[src/rtl/gpio_ctrl_pkg.sv]
// rtl/gpio_ctrl_pkg.sv - register addresses and FSM states for the GPIO bank controller
package gpio_ctrl_pkg;

   localparam logic [1:0] ADDR_OUT    = 2'd0;
   localparam logic [1:0] ADDR_DIR    = 2'd1;
   localparam logic [1:0] ADDR_IN     = 2'd2;
   localparam logic [1:0] ADDR_STATUS = 2'd3;

   typedef enum logic [1:0] {
      IDLE  = 2'd0,
      TURN  = 2'd1,
      APPLY = 2'd2
   } state_t;

endpackage

[src/rtl/gpio_in_sync.sv]
// rtl/gpio_in_sync.sv - per-bit multi-stage synchroniser for asynchronous pad inputs
module gpio_in_sync #(
   parameter int W      = 8,
   parameter int STAGES = 2
) (
   input  logic         clk,
   input  logic         rst_n,
   input  logic [W-1:0] d,
   output logic [W-1:0] q
);

   logic [STAGES-1:0][W-1:0] chain;

   always_ff @(posedge clk or negedge rst_n) begin
      if (!rst_n) begin
         chain <= '0;
      end else begin
         chain <= {chain[STAGES-2:0], d};
      end
   end

   assign q = chain[STAGES-1];

endmodule

[src/rtl/gpio_bank_ctrl.sv]
// rtl/gpio_bank_ctrl.sv - GPIO bank register file with break-before-make direction sequencing
// Optional rising-edge status/irq logic is built when GPIO_EDGE_IRQ_EN is defined.
module gpio_bank_ctrl
   import gpio_ctrl_pkg::*;
#(
   parameter int N_PADS      = 8,
   parameter int TURN_CYC    = 4,
   parameter int SYNC_STAGES = 2
) (
   input  logic              clk,
   input  logic              rst_n,
   input  logic              req_valid,
   output logic              req_ready,
   input  logic              req_we,
   input  logic [1:0]        req_addr,
   input  logic [N_PADS-1:0] req_wdata,
   output logic              rsp_valid,
   output logic [N_PADS-1:0] rsp_rdata,
   output logic [N_PADS-1:0] gpio_dir,
   output logic [N_PADS-1:0] gpio_out,
   input  logic [N_PADS-1:0] gpio_in,
   output logic              busy,
   output logic              irq
);

   localparam logic [7:0] TURN_M1 = (TURN_CYC > 0) ? 8'(TURN_CYC - 1) : 8'd0;

   state_t            state;
   logic [7:0]        cnt;
   logic [N_PADS-1:0] dir_tgt;
   logic [N_PADS-1:0] s_in;
   logic [N_PADS-1:0] status;
   logic [N_PADS-1:0] rd_mux;
   logic [N_PADS-1:0] dir_on;
   logic              acc;

   gpio_in_sync #(
      .W      (N_PADS),
      .STAGES (SYNC_STAGES)
   ) u_sync (
      .clk   (clk),
      .rst_n (rst_n),
      .d     (gpio_in),
      .q     (s_in)
   );

   assign req_ready = (state == IDLE);
   assign acc       = req_valid && req_ready;
   assign dir_on    = req_wdata & ~gpio_dir;

   always_comb begin
      rd_mux = '0;
      case (req_addr)
         ADDR_OUT:    rd_mux = gpio_out;
         ADDR_DIR:    rd_mux = dir_tgt;
         ADDR_IN:     rd_mux = s_in;
         ADDR_STATUS: rd_mux = status;
         default:     rd_mux = '0;
      endcase
   end

`ifdef GPIO_EDGE_IRQ_EN
   logic [N_PADS-1:0] in_prev;
   logic [N_PADS-1:0] rise;
   logic [N_PADS-1:0] clr;
   logic [N_PADS-1:0] status_nxt;

   // Driven pads are ignored; a simultaneous edge beats a W1C clear.
   assign rise       = s_in & ~in_prev & ~gpio_dir;
   assign clr        = (acc && req_we && req_addr == ADDR_STATUS) ? req_wdata : '0;
   assign status_nxt = (status & ~clr) | rise;

   always_ff @(posedge clk or negedge rst_n) begin
      if (!rst_n) begin
         in_prev <= '0;
         status  <= '0;
         irq     <= 1'b0;
      end else begin
         in_prev <= s_in;
         status  <= status_nxt;
         irq     <= |status_nxt;
      end
   end
`else
   assign status = '0;
   assign irq    = 1'b0;
`endif

   always_ff @(posedge clk or negedge rst_n) begin
      if (!rst_n) begin
         state     <= IDLE;
         cnt       <= '0;
         busy      <= 1'b0;
         dir_tgt   <= '0;
         gpio_dir  <= '0;
         gpio_out  <= '0;
         rsp_valid <= 1'b0;
         rsp_rdata <= '0;
      end else begin
         rsp_valid <= acc;
         rsp_rdata <= (acc && !req_we) ? rd_mux : '0;
         case (state)
            IDLE: begin
               if (acc && req_we) begin
                  case (req_addr)
                     ADDR_OUT: gpio_out <= req_wdata;
                     ADDR_DIR: begin
                        dir_tgt <= req_wdata;
                        if (dir_on == '0 || TURN_CYC == 0) begin
                           gpio_dir <= req_wdata;
                        end else begin
                           // Drop disables now, hold new enables until the turnaround ends.
                           gpio_dir <= gpio_dir & req_wdata;
                           cnt      <= TURN_M1;
                           busy     <= 1'b1;
                           state    <= TURN;
                        end
                     end
                     default: ;
                  endcase
               end
            end
            TURN: begin
               if (cnt == 8'd0) begin
                  state <= APPLY;
               end else begin
                  cnt <= cnt - 8'd1;
               end
            end
            APPLY: begin
               gpio_dir <= dir_tgt;
               busy     <= 1'b0;
               state    <= IDLE;
            end
            default: state <= IDLE;
         endcase
      end
   end

endmodule

[config.mk]
export PLATFORM = sky130hd
export DESIGN_NAME = gpio_bank_ctrl
export DESIGN_NICKNAME = d
export VERILOG_FILES = /design/src/rtl/gpio_ctrl_pkg.sv /design/src/rtl/gpio_in_sync.sv /design/src/rtl/gpio_bank_ctrl.sv
export SDC_FILE = /design/constraint.sdc
export NUM_CORES = 1
export LEC_CHECK = 0
export CAP_MARGIN = 0
export CORE_MARGIN = 2
export CORE_UTILIZATION = 50
export CTS_CLUSTER_DIAMETER = 150
export CTS_CLUSTER_SIZE = 10
export DETAILED_ROUTE_END_ITERATION = 8
export PLACE_DENSITY = 0.79
export SYNTH_ARGS = -nofsm -noshare
export SYNTH_HDL_FRONTEND = slang
export SYNTH_SLANG_ARGS = --single-unit
[constraint.sdc]
create_clock -name clk -period 1.8 [get_ports clk]
set_input_delay 0.36 -clock clk [delete_from_list [all_inputs] [get_ports clk]]
set_output_delay 0.36 -clock clk [all_outputs]
set_load 0.005 [all_outputs]
==> results of run 1 <==
-- synthesized netlist by cell type (2+ instances only) --
library cell	instances	area, um2
o21ai_0	33	165
nor3_1	3	15.0
clkbuf_1	7	26.3
dfrtp_1	60	1500
nand2b_1	2	12.5
ha_1	2	25.0
nor2b_1	2	12.5
a31oi_1	3	18.8
nand3_1	2	10.0
mux2_4	2	30.0
o22ai_1	6	37.5
mux2i_1	9	90.1
nand2_1	29	109
a21oi_1	12	60.1
inv_1	14	52.6
nor2_1	22	82.6
-- through the flow --
stage / instance area (um2) / cells
finish: 3400 / 370
global route: 3400 / 370
CTS: 3360 / 367
detailed placement: 3140 / 352
global placement: 3140 / 352
floorplan: 2450 / 228
-- how the worst max path moves through the flow --
stage	start	to	slack (ps)	cells past startpoint
floorplan	cnt[0]$_DFFE_PN0P_	cnt[0]$_DFFE_PN0P_	130	7
global placement	req_wdata[3]	cnt[1]$_DFFE_PN0P_	-240	6
detailed placement	req_wdata[3]	cnt[1]$_DFFE_PN0P_	-300	6
CTS	state[0]$_DFFE_PN0P_	req_ready	20	2
global route	cnt[0]$_DFFE_PN0P_	cnt[1]$_DFFE_PN0P_	-10	7
finish	req_wdata[3]	cnt[1]$_DFFE_PN0P_	40	6
-- logic make-up (layout without fill, tap and decap cells) --
family,count (synthesis),after routing,synth area share [%]
AOI/OAI and AO/OA,61,61,14.2
DFF,60,60,61.3
and+or+nand+nor,70,70,14.7
adders and majority gates,2,2,1.02
other,1,1,0.153
buffers and inverters,23,98,3.73
muxes,11,11,4.90
-- power breakdown --
part	internal [mW]	switching (mW)	leakage, nW	total (mW)
Sequential	1.75	0.382	0.744	2.13
Combinational	0.927	0.698	0.694	1.63
Clock	0.775	0.472	0.108	1.25
Total	3.45	1.55	1.55	5.00
-- cell type report --
| cell class | count | area (um2) | share of cell area, % |
|---|---|---|---|
| Sequential cell | 60 | 1500 | 44.3 |
| Tap cell | 67 | 83.8 | 2.47 |
| Inverter | 14 | 52.6 | 1.55 |
| Timing Repair Buffer | 70 | 681 | 20.0 |
| Clock inverter | 1 | 30.0 | 0.884 |
| Clock buffer | 13 | 179 | 5.27 |
| Multi-Input combinational cell | 145 | 866 | 25.5 |
-- worst max-delay path: cells and delay by family --
| family | cells | cell delay [ps] |
|---|---|---|
| muxes | 1 | 330 |
| AOI/OAI and AO/OA | 2 | 650 |
| and+or+nand+nor | 1 | 100 |
| buffers and inverters | 2 | 540 |
-- state kept, by name (all words and copies together), names as in the netlist --
name,cells
rsp_rdata,8
u_sync.q,8
gpio_out,8
gpio_dir,8
u_sync.chain,8
dir_tgt,8
state,2
cnt,8
busy,1
rsp_valid,1
-- placed cells by master (no fill, tap or decap), types with 3 or more instances in the layout --
cell and instances:
nor3_1 3, nor2_1 22, dfrtp_1 58, buf_12 3, nand2_1 29, mux2i_1 9, o21ai_0 33, clkbuf_8 13
o22ai_1 6, a21oi_1 12, buf_4 19, clkdlybuf4s50_1 46, inv_1 14, a31oi_1 3
-- what timing repair did --
| action | in CTS | in global routing |
|---|---|---|
| setup endpoints to repair | 1 | 5 |
| gates resized for setup | 0 | 4 |
| setup buffers | 1 | 3 |
| pin swaps | 1 | 0 |
-- routing by layer --
| metal | wire length, um | part of all wire, % | vias to the layer above | global-route usage (%) |
|---|---|---|---|---|
| li1 | - | - | 916 | - |
| met1 | 2390 | 47 | 874 | 29.8 |
| met2 | 2400 | 47 | 48 | 30.8 |
| met3 | 286 | 5.6 | 8 | 8.40 |
| met4 | 57 | 1.1 | 0 | 6.67 |
| met5 | 0 | 0 | - | 0 |
==> qor.yml, run 1 <==
status: "finished, final reports clean"
path_class: "primary input to flip-flop"
worst_clock_skew_ps: 7.28
fin_util_pct: 71.9
hold-worst-slack_ps: 8.62
synth_fp_nets: 252
maxSlewViolCount: 0
design.core.area_um2: 4720
nets: 324
grt_usage_pct: 21.3
dr.pass1.iters: 4
total_power_mw: 5.00
wl_mm: 5.13
grt_pass1_vias: 1822
powerDensity_nw_per_um2: 1470
die_x_um: 74.0
htreeDepth: 3
min_period_over_period_pct: 97.8
ys_warn_count: 0
cp_cell_sequence: "clkdlybuf4s50_1, inv_1, o22ai_1, nor4_4, a211oi_4, mux2_4"
ys_dominant_reg_cell: "dfrtp_1"
seq_area_frac_synth_pct: 61.3
ir_worst_vdd_mv: 1.07
final_antenna_net_count: 0
grt-ovfl-total: 0
slew_headroom_pct: 65.7
finalSetupViolCount: 0
grt_pass1_wl_mm: 8.54
portBuffers: 48
syn_to_final_growth_pct: 38.5
vias_per_cell: 4.99
hpwl_mm: 3.68
synth_edf_count: 0
drc: 0
leakage_nw: 1.55
io_pins: 50
rr_startpoint: "cnt[0]$_DFFE_PN0P_"
ys_ff_latch: 60
setup_tns_ps: 0
die_h_um: 74.0
numCtsBuffers: 9
cpPeakStageDelay_ps: 480
layout_setup_ws_ps: 39.4
maxCapViolCount: 0
reg2reg_slack_ps: 70
cts.sinks: 60
cp-start-kind: "primary input"
nFillCells: 339
hp-class: "primary input to async pin"
insertion_delay_ps: 340
synth_cell_types: 36
dieArea_um2: 5480
vias: 1846
grt_antenna_before_repair: 0
tritoncts: "yes"
clk_path_buf_depth: 2
synthCells: 228
worstRegToRegCells: 7
netlist_area_um2: 2450
start_util_pct: 51.9
drt_first_iter_violations: 108
hold_violations: 0
cp_max_fo: 4
layout-drive-gt1-share_pct: 16.2
syn_area_per_cell_um2: 10.8
arrival_ps: 1980
max_freq_mhz: 568
grt_max_degree: 61
critPathCaptureType: "flip-flop"
cts_root_buf: "clkbuf_8"
clkSlewWorstSetupHoldPaths_ps: 60
r2r-end: "cnt[1]$_DFFE_PN0P_"
fin_crit_ps: 1760
postCtsHoldBufs: 0
async_flop_share_pct: 100
gp_congestion: 0.808
rows: 25
post_drt_wl_per_cell_um: 13.9
post-place-ws_ps: -302
critPathRequiredTime_ps: 2020
antenna_cells: 0
worst-slew-pin-transition_ps: 514
crit_slowest_cell: "clkdlybuf4s50_1"
Power figures use the tool's default switching activity.
==> run 2: changes to the inputs <==
==> constraint.sdc (replaced) <==
create_clock -name clk -period 1.85 [get_ports clk]
set_input_delay 0.37 -clock clk [delete_from_list [all_inputs] [get_ports clk]]
set_output_delay 0.37 -clock clk [all_outputs]
set_load 0.005 [all_outputs]
==> qor.yml, run 2 (synthesized netlist as in run 1, its figures left out) <==
cp_max_fo: 4
cp-start-kind: "primary input"
hold-worst-slack_ps: 37.9
design.core.area_um2: 4720
critPathRequiredTime_ps: 2060
maxCapViolCount: 0
grt-ovfl-total: 0
clkSlewWorstSetupHoldPaths_ps: 60
reg2reg_slack_ps: 60
antenna_cells: 0
vias: 1953
final_cell_mix: "59 x dfrtp_1, 47 x clkdlybuf4s50_1, 33 x o21ai_0"
hold_violations: 0
grt_pass1_vias: 1901
portBuffers: 48
cts.sinks: 60
hp-class: "primary input to async pin"
cp_cell_sequence: "clkdlybuf4s50_1, inv_1, o22ai_1, nor4_4, a211oi_4, mux2_4"
endpoint: "cnt[0]$_DFFE_PN0P_"
rows: 25
grt_pass1_wl_mm: 8.65
clk_path_buf_depth: 2
status: "finished, final reports clean"
start_util_pct: 51.9
path_class: "primary input to flip-flop"
die_h_um: 74.0
htreeDepth: 3
cpPeakStageDelay_ps: 490
numCtsBuffers: 9
io_pins: 50
dr.pass1.iters: 4
nFillCells: 323
syn_to_final_growth_pct: 37.9
grt_antenna_before_repair: 0
nets: 324
final_antenna_net_count: 0
post-place-ws_ps: -290
cts_root_buf: "clkbuf_8"
vias_per_cell: 5.26
worstRegToRegCells: 7
arrival_ps: 2010
insertion_delay_ps: 330
finalSetupViolCount: 0
worst-slew-pin-transition_ps: 563
stdcell_area_um2: 3380
worstSetupStartpoint: "req_wdata[7]"
crit_slowest_cell: "clkdlybuf4s50_1"
layout-drive-gt1-share_pct: 16.8
min_period_over_period_pct: 97.2
r2r-end: "cnt[0]$_DFFE_PN0P_"
hpwl_mm: 3.81
numPlacedInstances: 350
rr_startpoint: "cnt[0]$_DFFE_PN0P_"
mostFrequentLayoutCell: "dfrtp_1"
total_power_mw: 4.88
drc: 0
post_drt_wl_per_cell_um: 14.8
dieArea_um2: 5480
fin_util_pct: 71.6
drt_first_iter_violations: 52
maxSlewViolCount: 0
die_x_um: 74.0
tritoncts: "yes"
critPathCaptureType: "flip-flop"
powerDensity_nw_per_um2: 1440
fin_cells: 371
grt_usage_pct: 21.4
leakage_nw: 1.53
fin_crit_ps: 1800
max_freq_mhz: 556
wl_mm: 5.49
ir_worst_vdd_mv: 0.779
worst_clock_skew_ps: 8.55
placed_area_um2: 3120
layout_setup_ws_ps: 52.4
gp_congestion: 0.810
grt_max_degree: 61
slew_headroom_pct: 62.4
setup_tns_ps: 0
run 2: cell count changes in the layout (fill, tap and decap cells not counted), sizes merged:
cell / change
clkbuf: +1
clkdlybuf4s50: +1
dlymetal6s2s: -1
run 2: layer usage:
metal | part of all wire [%] | track usage (%) | up-vias
met4 | 1.7 | 8.08 | 0
li1 | - | - | 912
met2 | 49 | 34.2 | 69
met5 | 0 | 0 | -
met1 | 43 | 27.2 | 959
met3 | 6.3 | 7.18 | 13
run 2: area by class of cell:
class | instances | area, um2 | share of cell area, %
Sequential cell | 60 | 1500 | 44.4
Multi-Input combinational cell | 145 | 873 | 25.8
Tap cell | 67 | 83.8 | 2.48
Clock buffer | 14 | 173 | 5.11
Timing Repair Buffer | 70 | 666 | 19.7
Inverter | 14 | 52.6 | 1.55
Clock inverter | 1 | 30.0 | 0.888
run 2: where the power goes:
part	internal, mW	leakage (nW)	switching, mW
sequential	1.70	0.745	0.393
clock	0.727	0.103	0.471
combinational	0.899	0.680	0.690
run 2: how the worst min path moves through the flow:
stage / to / depth (start not counted)
after global routing: u_sync.q[5]$_DFF_PN0_ / 2
after floorplan: busy$_DFFE_PN0P_ / 0
final: u_sync.q[3]$_DFF_PN0_ / 2
after global placement: u_sync.q[1]$_DFF_PN0_ / 0
after CTS: u_sync.q[3]$_DFF_PN0_ / 2
after detailed placement: u_sync.q[0]$_DFF_PN0_ / 0
run 2: what timing repair did:
| item | 4_1_cts | 5_1_grt |
|---|---|---|
| resized for setup | 1 | 4 |
| gates cloned | 0 | 0 |
| hold buffers | 0 | 0 |
| pin swaps | 1 | 2 |
| buffers inserted | 1 | 5 |
| setup endpoints to repair | 1 | 4 |
run 2: critical path, delay by kind of cell:
| kind | cells | cell delay [ps] |
|---|---|---|
| multiplexers | 1 | 340 |
| buffers and inverters | 2 | 560 |
| AO/OA/AOI/OAI | 2 | 630 |
| AND/OR/NAND/NOR | 1 | 100 |
==> run 3: changes to the inputs <==
--- a/config.mk
+++ b/config.mk
@@ -7,11 +7,11 @@
 export LEC_CHECK = 0
 export CAP_MARGIN = 0
 export CORE_MARGIN = 2
-export CORE_UTILIZATION = 50
+export CORE_UTILIZATION = 42
 export CTS_CLUSTER_DIAMETER = 150
 export CTS_CLUSTER_SIZE = 10
 export DETAILED_ROUTE_END_ITERATION = 8
-export PLACE_DENSITY = 0.79
+export PLACE_DENSITY = 0.68
 export SYNTH_ARGS = -nofsm -noshare
 export SYNTH_HDL_FRONTEND = slang
 export SYNTH_SLANG_ARGS = --single-unit
==> qor.yml, run 3 (synthesized netlist as in run 1, its figures left out) <==
arrival_ps: 1430
die_h_um: 80.4
syn_to_final_growth_pct: 37.9
grt_antenna_before_repair: 0
maxCapViolCount: 0
portBuffers: 48
postCtsHoldBufs: 0
cts_root_buf: "clkbuf_8"
path_class: "flip-flop to primary output"
slew_headroom_pct: 60.0
grt_usage_pct: 18.7
cp-start-kind: "flip-flop"
crit_slowest_cell: "clkdlybuf4s50_1"
final_antenna_net_count: 0
powerDensity_nw_per_um2: 1450
vias: 1831
reg2reg_slack_ps: 100
cts.sinks: 60
hpwl_mm: 3.82
rows: 27
rr_startpoint: "cnt[0]$_DFFE_PN0P_"
grt_max_degree: 36
leakage_nw: 1.52
gp_congestion: 0.794
worstRegToRegCells: 7
fin_cells: 375
dieArea_um2: 6460
critPathRequiredTime_ps: 1480
nFillCells: 478
design.core.area_um2: 5570
htreeDepth: 3
cp_max_fo: 6
rsz0062_at_grt: "no"
regArea_um2: 1500
tritoncts: "yes"
cp_cell_sequence: "nor2_4, clkdlybuf4s50_1"
grt-ovfl-total: 0
start_util_pct: 44.0
cpPeakStageDelay_ps: 510
multi_input_area_um2: 866
die_x_um: 80.4
post_drt_wl_per_cell_um: 14.0
dr.pass1.iters: 4
final_cell_mix: "59 x dfrtp_1, 47 x clkdlybuf4s50_1, 32 x o21ai_0"
worst-slew-pin-transition_ps: 599
clkSlewWorstSetupHoldPaths_ps: 70
max_freq_mhz: 555
ir_worst_vdd_mv: 0.889
maxSlewViolCount: 0
layout-drive-gt1-share_pct: 15.2
drc: 0
critPathCaptureType: "primary output"
status: "finished, final reports clean"
worst_clock_skew_ps: 9.14
drt_first_iter_violations: 72
r2r-end: "cnt[0]$_DFFE_PN0P_"
total_power_mw: 4.89
hold_violations: 0
grt_pass1_vias: 1837
wl_mm: 5.26
fin_crit_ps: 1800
hp-class: "primary input to async pin"
grt_pass1_wl_mm: 8.93
numCtsBuffers: 9
io_pins: 50
mostFrequentLayoutCell: "dfrtp_1"
vias_per_cell: 4.88
antenna_cells: 0
min_period_over_period_pct: 97.3
clk_path_buf_depth: 2
numPlacedInstances: 358
finalSetupViolCount: 0
insertion_delay_ps: 340
nets: 322
[run 3: where the power goes]
group	internal, mW	switching [mW]
Sequential	1.70	0.377
Combinational	0.863	0.652
Clock	0.794	0.500
Total	3.36	1.53
[run 3: cell type report]
cell class | count | area share, %
sequential | 60 | 44.5
timing repair buffer | 68 | 19.3
multi-input combinational | 145 | 25.6
inverter | 14 | 1.55
tap | 72 | 2.67
clock buffer | 12 | 4.29
clock inverter | 4 | 2.15
[run 3: worst max path at each step]
stage | start | end
after detailed placement | req_wdata[3] | cnt[1]$_DFFE_PN0P_
after floorplan | cnt[0]$_DFFE_PN0P_ | cnt[0]$_DFFE_PN0P_
after CTS | state[0]$_DFFE_PN0P_ | req_ready
after global routing | state[1]$_DFFE_PN0P_ | req_ready
after global placement | req_wdata[3] | cnt[0]$_DFFE_PN0P_
final | state[1]$_DFFE_PN0P_ | req_ready
[run 3: metrics by stage]
stage | setup WS, ps | utilization [%] | TNS, ps | hold slack (ps) | instance area (um2)
after floorplan | 181 | - | 0 | 74.4 | 2450
after global placement | -170 | 56.4 | -769 | 334 | 3150
after detailed placement | -226 | 56.4 | -1080 | 336 | 3150
after CTS | 10.8 | 60.5 | 0 | 51.9 | 3370
after global routing | 1.13 | 60.6 | 0 | 83.0 | 3380
final | 49.2 | 60.6 | 0 | 38.0 | 3380
[run 3: what timing repair did]
action | CTS | global route
resized for setup | 0 | 3
pin swaps | 1 | 0
setup buffers | 1 | 0
endpoints found under the setup margin | 1 | 5
[run 3: worst max-delay path, delay by kind of cell, from the launching register on]
kind / cells / cell delay (ps)
AND/OR/NAND/NOR: 1 / 140
flip-flops: 1 / 460
buffers and inverters: 1 / 510
[run 3: metal layers]
layer / track usage (%) / vias up / share of wire [%]
met5: 0 / - / 0
met1: 26.1 / 860 / 48
li1: - / 911 / -
met2: 27.3 / 53 / 45
met4: 10.2 / 0 / 1.7
met3: 3.93 / 7 / 4.6
